## src/rtl/rx_hst_ctrl_mch.sv

```systemverilog
// Snoops TRN rx MemWr32/MemWr64 on one BAR and commits per-channel lbuf address/enable pairs, held until lbuf_dn.
// Optional ignored-enable counter: define RX_HST_CTRL_MCH_ERRCNT_EN; otherwise err_cnt is tied to 0.
module rx_hst_ctrl_mch #(
  parameter int NUM_LBUF  = 2,
  parameter int BARHIT    = 2,
  parameter int OFFSET_W  = 6,
  parameter int ADDR_BASE = 0,
  parameter int EN_BASE   = 8
) (
  input  logic                  clk,
  input  logic                  rst,
  input  logic [63:0]           trn_rd,
  input  logic [7:0]            trn_rrem_n,
  input  logic                  trn_rsof_n,
  input  logic                  trn_reof_n,
  input  logic                  trn_rsrc_rdy_n,
  input  logic [6:0]            trn_rbar_hit_n,
  output logic [64*NUM_LBUF-1:0] lbuf_addr,
  output logic [NUM_LBUF-1:0]   lbuf_en,
  input  logic [NUM_LBUF-1:0]   lbuf_dn,
  output logic [15:0]           err_cnt
);

  localparam logic [6:0] MEM_WR32 = 7'h40;
  localparam logic [6:0] MEM_WR64 = 7'h60;

  typedef enum logic [2:0] {IDLE, W32, D32, A64, D64, DRAIN} state_t;

  state_t              state, state_nxt;
  logic                beat, sof, eof, bar_hit;
  logic [9:0]          len_q;
  logic [OFFSET_W-1:0] off_q;
  logic                dw0_vld, dw1_vld;
  logic [31:0]         dw0_dat, dw1_dat;
  logic [OFFSET_W-1:0] dw0_off, dw1_off;
  logic [63:0]         shadow_q   [NUM_LBUF];
  logic [63:0]         shadow_nxt [NUM_LBUF];
  logic [NUM_LBUF-1:0] req, en_eff, acc;
  logic                unused_sig;

  assign beat       = ~trn_rsrc_rdy_n;
  assign sof        = ~trn_rsof_n;
  assign eof        = ~trn_reof_n;
  assign bar_hit    = ~trn_rbar_hit_n[BARHIT];
  assign unused_sig = ^{trn_rrem_n, trn_rbar_hit_n};

  function automatic logic [31:0] bswap(input logic [31:0] d);
    return {d[7:0], d[15:8], d[23:16], d[31:24]};
  endfunction

  always_ff @(posedge clk) begin
    if (rst) begin
      state <= IDLE;
      len_q <= '0;
      off_q <= '0;
    end else begin
      state <= state_nxt;
      if (beat && state == IDLE && sof) len_q <= trn_rd[41:32];
      if (beat && state == W32)         off_q <= trn_rd[OFFSET_W+33:34];
      if (beat && state == A64)         off_q <= trn_rd[OFFSET_W+1:2];
    end
  end

  // Each beat yields at most two payload DWs; slot 1 always sits at offset+1.
  always_comb begin
    state_nxt = state;
    dw0_vld   = 1'b0;
    dw1_vld   = 1'b0;
    dw0_dat   = trn_rd[31:0];
    dw1_dat   = trn_rd[31:0];
    dw0_off   = off_q;
    dw1_off   = off_q + OFFSET_W'(1);
    if (beat) begin
      case (state)
        IDLE: begin
          if (sof) begin
            if (eof)                              state_nxt = IDLE;
            else if (!bar_hit)                    state_nxt = DRAIN;
            else if (trn_rd[62:56] == MEM_WR32)   state_nxt = W32;
            else if (trn_rd[62:56] == MEM_WR64)   state_nxt = A64;
            else                                  state_nxt = DRAIN;
          end
        end
        W32: begin
          dw0_vld = 1'b1;
          dw0_off = trn_rd[OFFSET_W+33:34];
          if (eof)                 state_nxt = IDLE;
          else if (len_q >= 10'd2) state_nxt = D32;
          else                     state_nxt = DRAIN;
        end
        D32: begin
          dw1_vld   = 1'b1;
          dw1_dat   = trn_rd[63:32];
          state_nxt = eof ? IDLE : DRAIN;
        end
        A64: state_nxt = eof ? IDLE : D64;
        D64: begin
          dw0_vld   = 1'b1;
          dw0_dat   = trn_rd[63:32];
          dw1_vld   = (len_q >= 10'd2);
          state_nxt = eof ? IDLE : DRAIN;
        end
        DRAIN: if (eof) state_nxt = IDLE;
        default: state_nxt = IDLE;
      endcase
    end
  end

  always_comb begin
    for (int i = 0; i < NUM_LBUF; i++) begin
      shadow_nxt[i] = shadow_q[i];
      req[i]        = 1'b0;
      if (dw0_vld && int'(dw0_off) == ADDR_BASE + 2*i)     shadow_nxt[i][31:0]  = bswap(dw0_dat);
      if (dw0_vld && int'(dw0_off) == ADDR_BASE + 2*i + 1) shadow_nxt[i][63:32] = bswap(dw0_dat);
      if (dw1_vld && int'(dw1_off) == ADDR_BASE + 2*i)     shadow_nxt[i][31:0]  = bswap(dw1_dat);
      if (dw1_vld && int'(dw1_off) == ADDR_BASE + 2*i + 1) shadow_nxt[i][63:32] = bswap(dw1_dat);
      if ((dw0_vld && int'(dw0_off) == EN_BASE + i) ||
          (dw1_vld && int'(dw1_off) == EN_BASE + i))
        req[i] = 1'b1;
    end
  end

  // Done clears before a same-cycle request is judged, so dn+EN recommits instead of erroring.
  assign en_eff = lbuf_en & ~lbuf_dn;
  assign acc    = req & ~en_eff;

  always_ff @(posedge clk) begin
    if (rst) begin
      lbuf_en   <= '0;
      lbuf_addr <= '0;
      for (int i = 0; i < NUM_LBUF; i++) shadow_q[i] <= '0;
    end else begin
      lbuf_en <= en_eff | req;
      for (int i = 0; i < NUM_LBUF; i++) begin
        shadow_q[i] <= shadow_nxt[i];
        if (acc[i]) lbuf_addr[64*i +: 64] <= shadow_nxt[i];
      end
    end
  end

`ifdef RX_HST_CTRL_MCH_ERRCNT_EN
  logic [NUM_LBUF-1:0] ign;
  logic [4:0]          ign_cnt;
  logic [16:0]         err_sum;

  assign ign = req & en_eff;

  always_comb begin
    ign_cnt = '0;
    for (int i = 0; i < NUM_LBUF; i++) ign_cnt = ign_cnt + 5'(ign[i]);
  end

  assign err_sum = {1'b0, err_cnt} + 17'(ign_cnt);

  always_ff @(posedge clk) begin
    if (rst) err_cnt <= '0;
    else     err_cnt <= err_sum[16] ? 16'hFFFF : err_sum[15:0];
  end
`else
  assign err_cnt = '0;
`endif

endmodule

```

## config.mk

```make
export PLATFORM = sky130hd
export DESIGN_NAME = rx_hst_ctrl_mch
export DESIGN_NICKNAME = d
export VERILOG_FILES = /design/src/rtl/rx_hst_ctrl_mch.sv
export SDC_FILE = /design/constraint.sdc
export NUM_CORES = 1
export LEC_CHECK = 0
export ABC_AREA = 1
export BUFFER_PORTS_ARGS = -buffer_cell sky130_fd_sc_hd__buf_2
export CORE_ASPECT_RATIO = 1.1
export CORE_MARGIN = 2
export CORE_UTILIZATION = 61
export DETAILED_ROUTE_END_ITERATION = 12
export PLACE_DENSITY = 0.89
export RECOVER_POWER = 100
export SYNTH_ARGS = -nofsm -noshare
export SYNTH_HDL_FRONTEND = slang
export SYNTH_SLANG_ARGS = --single-unit
```

## constraint.sdc

```tcl
create_clock -name clk -period 3.21 [get_ports clk]
set_clock_uncertainty 0.15 [all_clocks]
set_input_delay 0.1605 -clock clk [delete_from_list [all_inputs] [get_ports clk]]
set_output_delay 0.1605 -clock clk [all_outputs]
set_load 0.01 [all_outputs]
```

==> results of run 1 <==
[cell type report]
type / count / area [um^2]
clock inverters: 21 / 371.6
well taps: 300 / 375.4
clock buffers: 33 / 770.7
flip-flops and latches: 276 / 5525
multi-input cells: 1466 / 6409
repair buffers: 311 / 1858
fillers: 1848 / 5942
inverters: 409 / 1535
[cell usage after synthesis, drive strengths merged]
cell type	instances
nor3	4
inv	409
conb	1
dfxtp	276
clkbuf	76
nand3	341
o21ai	65
nand2	620
o211ai	4
nor2	174
a21oi	235
buf	74
nand4	5
a31oi	1
nand3b	1
[kinds of logic (layout without fill, tap and decap cells)]
group                  Yosys count  in the layout
buffers and inverters          559            774
AND/OR/NAND/NOR               1145           1145
other                            1             16
flip-flops                     276            276
AO/OA/AOI/OAI                  305            305
[layer usage]
metal / vias to the layer above / share of wire (%) / wire length [um] / global-route usage [%]
met5: - / 0 / 0 / 0
met4: 0 / 5.8 / 2629 / 19.61
met3: 201 / 11 / 5068 / 6.844
met2: 949 / 44 / 20080 / 56.77
met1: 6862 / 39 / 17560 / 46.84
li1: 7450 / - / - / -
[sequential cells by signal (all words and copies together), names as in the netlist]
signal	count
state	3
shadow_q	128
off_q	6
len_q	9
lbuf_en	2
lbuf_addr	128
[worst max-delay path, stage by stage, from the launching register on]
cell and delay, ns:
dfxtp_1 0.52, nor3_1 0.15, nand2_2 0.10, buf_4 0.52, nor2_1 0.08, a21oi_1 0.33
dlygate4sd3_1 0.75, nand2_1 0.10, nand2_1 0.09, nor2_1 0.07, nor2_1 0.11
[stage by stage]
| step | cell area [um^2] | cells |
|---|---|---|
| after floorplan | 14170 | 2301 |
| after global placement | 15490 | 2723 |
| after detailed placement | 15490 | 2723 |
| after CTS | 17020 | 2816 |
| after global routing | 16840 | 2816 |
| final | 16840 | 2816 |
[power breakdown]
group / total, mW / internal [mW] / switching [mW]
Sequential: 3.54 / 3.51 / 0.0339
Clock: 3.98 / 2.53 / 1.45
Combinational: 0.939 / 0.293 / 0.646
Total: 8.46 / 6.33 / 2.13
[final timing paths]
check	endpoint	startpoint	slack (ns)
worst min-delay path	shadow_q[0][53]$_SDFF_PP0_	trn_rd[45]	0.02
worst max register to register	lbuf_addr[104]$_SDFFE_PP0P_	state[2]$_SDFFE_PP0P_	0.16
worst max-delay path	lbuf_addr[104]$_SDFFE_PP0P_	state[2]$_SDFFE_PP0P_	0.16
worst min register to register	len_q[4]$_SDFFE_PP0P_	len_q[4]$_SDFFE_PP0P_	0.31
==> metrics.md, run 1 <==
| Metric | Value |
|---|---|
| Fin util | 73.92% |
| Maxcap violations | 0 |
| Kind of critical path | register to register |
| Skew-Pair Late Insertion Delay | 0.55 ns |
| Hold Vio Cnt, Final | 0 |
| Xor/xnor share of the synthesized area | 0% |
| GR Overflow Total | 0 |
| Worst-margin pin slew | 0.8967 ns |
| Number of global-route vias before repair | 13990 |
| GR Util All Layers | 36.09% |
| Hold Crit Class | input port to register |
| CTS Sinks | 276 |
| Gpl congestion | 0.9945 |
| Placeable Area | 22790 um^2 |
| Leakage Power | 8.496 nW |
| Final ANT Viol Nets | 0 |
| Syn Area/Cell | 6.173 um^2 |
| Drt pass-1 iters | 6 |
| Most common cell after layout, fill and taps aside | nand2_1 |
| Vias | 15460 |
| CTS Root Cell | clkbuf_16 |
| Initial core utilization | 61.93% |
| Area growth, synth to finish | 19.36% |
| Synth warnings | 0 |
| Max_slew headroom | 40.14% |
| CTS tree | built |
| Dpl ws | 0.3852 ns |
| Setup TNS | 0 ns |
| CTS buffer count | 29 |
| Synth Cell Area | 14110 um^2 |
| Global-route wire length before repair | 70.46 mm |
| H-tree levels | 1 |
| CTS Buffer Depth | 3 |
| Crit end category | register |
| Outcome | finished, final reports clean |
| Clock slew at reported path FFs | 0.06 ns |
| Worst IR Drop VDD | 413.2 uV |
| Largest family of logic cells by synthesized area | simple AND/OR/NAND/NOR gates |
| CP required | 3.55 ns |
| Max FO, Critical Path | 64 |
| Worst setup margin | 0.1637 ns |
| Port Buf Inserts | 201 |
| Slew Limit Fails | 0 |
| Seq cells post-synth | 276 |
| Highest clock rate | 0.3283 GHz |
| Die W | 149.0 um |
| WL final | 45.34 mm |
| IO Pins | 232 |
| Largest area contributor in the netlist | dfxtp_1 |
| Min cycle time layout | 3.046 ns |
| Crit start category | register |
| Compound-Gate Fraction of Synth Area | 11.00% |
| P per Cell Area | 502.5 nW/um^2 |
| Largest net degree at the start of global routing | 196 |
| Reg2Reg Depth | 10 |
| Final setup fails | 0 |
| Nets | 2579 |
| Hold Path Cell Cnt | 5 |
| Final worst-path cycle share | 94.90% |
| Antenna diode count | 0 |
| Post-Synth Adder-Cell Area | 0% |
| Post-synthesis mux area share | 0% |
| Synth cell types | 25 |
| Simple-gate portion of the synthesized area | 33.98% |
| Top cells by area, synth | dfxtp_1 39%, nand2_1 16%, nand3_1 12% |
| RSZ-0062 raised after global routing | no |
| Sequential-to-total area share from yosys stat | 39.15% |
| Rows | 58 |
| Share of layout cells above drive strength 1 | 8.386% |
| Share of the synthesized area in the top cell type | 39.15% |
| First DRT Iteration DRCs | 1881 |
| DRC errors left | 0 |
| Initial antenna violation count | 0 |
| Hold_buf cts | 39 |
| DP HPWL | 29.42 mm |
| Routed length per instance | 16.10 um |
| Cells after synthesis | 2286 |
| Most frequent cells in the layout | 615 x nand2_1, 407 x inv_1, 339 x nand3_1 |
| Die area | 24370 um^2 |
| Die Span Y | 163.5 um |
| Setup bufs post-CTS | 0 |
| Routed vias/inst | 5.491 |
| WP data arrival | 3.39 ns |
| Post-CTS resize count | 0 |
| WHS | 0.02424 ns |
| Total Power | 8.464 mW |
Note: power is estimated with default switching activity, not from simulation.
==> run 2: changes to the inputs <==
--- a/config.mk
+++ b/config.mk
@@ -6,7 +6,7 @@
 export NUM_CORES = 1
 export LEC_CHECK = 0
 export ABC_AREA = 1
-export BUFFER_PORTS_ARGS = -buffer_cell sky130_fd_sc_hd__buf_2
+export BUFFER_PORTS_ARGS = -buffer_cell sky130_fd_sc_hd__buf_4
 export CORE_ASPECT_RATIO = 1.1
 export CORE_MARGIN = 2
 export CORE_UTILIZATION = 61
==> run 2 against run 1 <==
Routed wire length fell by 2.1%; worst hold slack worse by 0.0030 ns; first-iteration DRC count is 6.1% lower; sequential power about the same; count of clock-buffer cells in the layout up 5; power fell by 6.9%; worst setup slack better by 0.090 ns; largest cell class unchanged; combinational power up 1%.
==> metrics.md, run 2 (synthesis results as in run 1) <==
| Metric | Value |
|---|---|
| Sequential Power Share | 44.9% |
| CP top delay family | buffers and inverters |
| Die Span Y | 163.5 um |
| Worst IR Drop VDD | 439.8 uV |
| Sw frac | 26.31% |
| Routed length per instance | 15.80 um |
| CTS buffer count | 28 |
| Final ANT Viol Nets | 0 |
| RSZ-0062 raised after global routing | no |
| Leakage Power | 8.432 nW |
| Skew-Pair Late Insertion Delay | 0.55 ns |
| Routed vias/inst | 5.460 |
| Crit start category | register |
| CTS tree | built |
| Top sig layer | met4 |
| Clock slew at reported path FFs | 0.07 ns |
| Largest net degree at the start of global routing | 196 |
| CTS Sinks | 276 |
| R2R Setup Slk | 0.25 ns |
| Hold Crit Class | input port to register |
| Most common cell after layout, fill and taps aside | nand2_1 |
| Slew Limit Fails | 0 |
| Vias | 15340 |
| Max_slew headroom | 38.36% |
| Crit path largest cell delay | 0.63 ns |
| Placeable Area | 22790 um^2 |
| Maxcap violations | 0 |
| CP Buf/Inv Count | 4 |
| Die area | 24370 um^2 |
| Setup TNS | 0 ns |
| Antenna diode count | 0 |
| DRC errors left | 0 |
| Met3 WL | 4.770 mm |
| CP required | 3.54 ns |
| Top flop regs | lbuf_addr: 128 flops, shadow_q: 128 flops, len_q: 9 flops |
| Gpl congestion | 0.9496 |
| Min cycle time layout | 2.956 ns |
| Hold Vio Cnt, Final | 0 |
| Kind of critical path | register to register |
| P per Cell Area | 468.6 nW/um^2 |
| Fillers | 1936 |
| Rows | 58 |
| Drt pass-1 iters | 6 |
| Cell-by-cell trace of the critical path | inv_1, nor3_1, nand2_2, buf_12, a21oi_1, dlygate4sd3_1, nand2_1, nand3_1, nand2_1, inv_1 |
| GR Util All Layers | 35.59% |
| Crit end category | register |
| IO Pins | 232 |
| WL final | 44.39 mm |
| Initial antenna violation count | 0 |
| Initial core utilization | 61.93% |
| Pint | 5.807 mW |
| Wire length on met1 | 17.04 mm |
| Clock Power Share | 43.0% |
| CTS Root Cell | clkbuf_16 |
| GR Overflow Total | 0 |
| Non-filler instance count after layout | 2810 |
| Most frequent cells in the layout | 615 x nand2_1, 407 x inv_1, 339 x nand3_1 |
| Die W | 149.0 um |
| Nets | 2574 |
| DP HPWL | 29.40 mm |
| DR WL met2 | 20.29 mm |
| Port Buf Inserts | 201 |
| Global-route wire length before repair | 69.77 mm |
| Share of layout cells above drive strength 1 | 8.048% |
| Outcome | finished, final reports clean |
| Area growth, synth to finish | 19.17% |
| CP max stage cell | dlygate4sd3_1 |
| H-tree levels | 1 |
| Combinational share of power | 12.0% |
| Worst-margin pin slew | 0.9149 ns |
| Final worst-path cycle share | 92.10% |
| Highest clock rate | 0.3383 GHz |
| Number of global-route vias before repair | 14080 |
| WP data arrival | 3.29 ns |
| Setup bufs post-CTS | 0 |
| Psw | 2.073 mW |
| Final setup fails | 0 |
| Max FO, Critical Path | 46 |
| CTS Buffer Depth | 3 |
| Dpl cells | 2715 |
| First DRT Iteration DRCs | 1766 |
-- run 2: final timing paths --
path | startpoint | end | depth (start not counted)
worst max register to register | state[1]$_SDFFE_PP0P_ | lbuf_addr[19]$_SDFFE_PP0P_ | 10
worst min-delay path | trn_rd[63] | shadow_q[0][103]$_SDFF_PP0_ | 5
worst min register to register | len_q[2]$_SDFFE_PP0P_ | len_q[2]$_SDFFE_PP0P_ | 2
worst max-delay path | state[1]$_SDFFE_PP0P_ | lbuf_addr[19]$_SDFFE_PP0P_ | 10
-- run 2: through the flow --
stage / worst slack (ns) / power [mW] / hold slack [ns] / instance area (um^2) / util [%]
floorplan: 1.053 / 4.173 / 0.1622 / 14170 / -
global placement: 0.4997 / 4.464 / 0.2833 / 15920 / 69.84
detailed placement: 0.4591 / 4.484 / 0.2868 / 15920 / 69.84
CTS: 0.3452 / 7.862 / 0.001280 / 17320 / 76.01
global route: 0.08211 / 8.116 / 0.03215 / 16820 / 73.80
finish: 0.2536 / 7.880 / 0.02123 / 16820 / 73.80
-- run 2: area by class of cell --
cell class              instances  area (um^2)  share of cell area (%)
repair buffers                307         1991                   11.84
well taps                     300        375.4                   2.232
inverters                     409         1535                   9.129
clock buffers                  38        839.6                   4.992
flip-flops and latches        276         5525                   32.85
clock inverters                14        135.1                  0.8035
multi-input cells            1466         6416                   38.15
-- run 2: layer usage --
metal  GRT usage (%)  vias up
met2           57.83      862
met1           45.89     6874
li1                -     7436
met5               0        -
met4           17.53        0
met3           5.950      172
-- run 2: what timing repair did --
| item | in CTS | in global routing |
|---|---|---|
| hold buffers | 43 | 0 |
| gates resized for setup | 0 | 0 |
| endpoints found under the hold margin | 46 | 0 |
-- run 2: worst reg2reg max path, cell delays in order, from the launching register on --
cell           delay, ns
dfxtp_1             0.41
inv_1               0.08
nor3_1              0.24
nand2_2             0.31
buf_12              0.28
a21oi_1             0.45
dlygate4sd3_1       0.63
nand2_1             0.07
nand3_1             0.14
nand2_1             0.08
inv_1               0.05
-- run 2: power by group through the flow --
stage                     clock network, mW  registers, mW  logic [mW]
after floorplan                           0           3.61       0.563
after global placement                    0           3.61       0.853
after detailed placement                  0           3.61       0.870
after CTS                              3.40           3.54       0.920
after global routing                   3.55           3.54        1.02
final                                  3.39           3.54       0.948
==> run 3: changes to the inputs <==
--- a/config.mk
+++ b/config.mk
@@ -9,9 +9,9 @@
 export BUFFER_PORTS_ARGS = -buffer_cell sky130_fd_sc_hd__buf_4
 export CORE_ASPECT_RATIO = 1.1
 export CORE_MARGIN = 2
-export CORE_UTILIZATION = 61
+export CORE_UTILIZATION = 57
 export DETAILED_ROUTE_END_ITERATION = 12
-export PLACE_DENSITY = 0.89
+export PLACE_DENSITY = 0.85
 export RECOVER_POWER = 100
 export SYNTH_ARGS = -nofsm -noshare
 export SYNTH_HDL_FRONTEND = slang
==> constraint.sdc (replaced) <==
create_clock -name clk -period 2.9 [get_ports clk]
set_clock_uncertainty 0.15 [all_clocks]
set_input_delay 0.145 -clock clk [delete_from_list [all_inputs] [get_ports clk]]
set_output_delay 0.145 -clock clk [all_outputs]
set_load 0.01 [all_outputs]
==> run 3 against run 2 <==
Register-to-register slack worse by 0.17 ns; worst setup slack worse by 0.17 ns; cell area up 1.8%; via count up 1.3%; non-clock buffer count up 37; critical endpoint is now lbuf_addr[106]$_SDFFE_PP0P_; largest cell class unchanged.
==> metrics.md, run 3 (synthesis results as in run 1) <==
| Metric | Value |
|---|---|
| H-tree levels | 1 |
| Port Buf Inserts | 201 |
| DP HPWL | 30.08 mm |
| Vias | 15550 |
| Kind of critical path | register to register |
| Combinational share of power | 12.9% |
| Top flop regs | lbuf_addr: 128 flops, shadow_q: 128 flops, len_q: 9 flops |
| Leakage Power | 8.591 nW |
| Final setup fails | 0 |
| Initial core utilization | 57.84% |
| WP data arrival | 3.15 ns |
| Most frequent cells in the layout | 615 x nand2_1, 407 x inv_1, 339 x nand3_1 |
| Number of global-route vias before repair | 14130 |
| Hold Vio Cnt, Final | 0 |
| WL final | 45.12 mm |
| Highest clock rate | 0.3551 GHz |
| GR Overflow Total | 0 |
| CTS buffer count | 29 |
| Max_slew headroom | 38.73% |
| Final worst-path cycle share | 97.10% |
| Die Span Y | 169.0 um |
| Psw | 2.269 mW |
| Dpl ws | 0.2940 ns |
| CTS Root Cell | clkbuf_16 |
| Drt pass-1 iters | 6 |
| Hold Crit Class | input port to register |
| CTS Buffer Depth | 3 |
| Crit end category | register |
| Outcome | finished, final reports clean |
| Most common cell after layout, fill and taps aside | nand2_1 |
| Maxcap violations | 0 |
| Placeable Area | 24400 um^2 |
| Rows | 60 |
| Pint | 6.350 mW |
| CTS tree | built |
| GR Util All Layers | 33.69% |
| Initial antenna violation count | 1 |
| Die area | 26030 um^2 |
| Worst setup margin | 0.08423 ns |
| Routed length per instance | 15.80 um |
| Die W | 154.0 um |
| DRC errors left | 0 |
| Routed vias/inst | 5.445 |
| CTS Sinks | 276 |
| Sw frac | 26.32% |
| Skew-Pair Late Insertion Delay | 0.55 ns |
| Slew Limit Fails | 0 |
| Worst IR Drop VDD | 445.3 uV |
| CP required | 3.23 ns |
| Min cycle time layout | 2.816 ns |
| Final ANT Viol Nets | 0 |
| P per Cell Area | 503.3 nW/um^2 |
| Global-route wire length before repair | 71.30 mm |
| IO Pins | 232 |
| Nets | 2612 |
| Total Power | 8.619 mW |
| Clock Power Share | 41.6% |
| Gpl congestion | 0.9392 |
| Sequential Power Share | 45.5% |
| Share of layout cells above drive strength 1 | 8.644% |
| Largest net degree at the start of global routing | 196 |
| Area growth, synth to finish | 21.33% |
| Max FO, Critical Path | 58 |
| Fillers | 2102 |
| Clock slew at reported path FFs | 0.06 ns |
| First DRT Iteration DRCs | 1971 |
| Worst-margin pin slew | 0.9191 ns |
| Crit start category | register |
run 3: cell count changes in the layout (fill, tap and decap cells not counted), moves of 3 or more:
cell           change
buf_4             +25
clkbuf_1          +10
dlygate4sd3_1      +9
clkinv_2           -5
buf_12             +4
clkbuf_2           -3
run 3: power groups by stage:
stage	Combinational [mW]	Clock, mW	Sequential (mW)
2_1_floorplan	0.623	0	4.00
3_3_place_gp	0.996	0	4.00
3_5_place_dp	1.02	0	4.00
4_1_cts	1.08	3.60	3.92
5_1_grt	1.20	3.76	3.92
6_report	1.11	3.59	3.92
run 3: cell type report:
type,instances,area (um^2),share of cell area (%)
antenna,1,2.502,0.01461
clock inverter,6,63.81,0.3727
multi-input combinational,1466,6421,37.50
inverter,409,1535,8.966
timing repair buffer,344,2345,13.69
sequential,276,5525,32.27
tap,310,387.9,2.265
clock buffer,44,842.1,4.918
run 3: worst paths after layout:
kind | from | end | slack [ns] | depth (start not counted)
setup reg to reg | state[2]$_SDFFE_PP0P_ | lbuf_addr[106]$_SDFFE_PP0P_ | 0.08 | 10
hold / removal | trn_rd[45] | shadow_q[0][53]$_SDFF_PP0_ | 0.02 | 5
hold reg to reg | len_q[4]$_SDFFE_PP0P_ | len_q[4]$_SDFFE_PP0P_ | 0.30 | 2
setup / recovery | state[2]$_SDFFE_PP0P_ | lbuf_addr[106]$_SDFFE_PP0P_ | 0.08 | 10
run 3: metrics by stage:
step	TNS, ns	utilization, %	cell area [um^2]	hold WS (ns)	instances
after CTS	0	72.18	17610	0.001221	2853
after global routing	-0.008125	70.18	17120	0.03718	2856
after floorplan	0	-	14170	0.1467	2301
final	0	70.18	17120	0.02258	2856
after detailed placement	0	66.34	16190	0.2854	2751
after global placement	0	66.34	16190	0.2825	2751
run 3: timing repair:
| action | 4_1_cts | 5_1_grt |
|---|---|---|
| gates resized for setup | 0 | 4 |
| setup endpoints to repair | 0 | 35 |
| buffers inserted | 0 | 2 |
| endpoints found under the hold margin | 77 | 0 |
| hold buffers | 52 | 0 |
run 3: critical path, stage by stage (launching register included):
cell and delay, ns:
dfxtp_1 0.53, nor3_2 0.12, nand2_2 0.19, buf_12 0.28
nor2_1 0.09, a21oi_2 0.24, dlygate4sd3_1 0.75, nand2_1 0.11
nand2_1 0.14, nor2_1 0.05, nor2_1 0.07
run 3: per-layer routing:
layer	share of wire [%]	track usage [%]	wire, um	up-vias
li1	-	-	-	7500
met2	45	54.12	20200	927
met4	5.2	16.46	2331	0
met3	11	4.327	4745	192
met5	0	0	0	-
met1	40	45.00	17840	6932
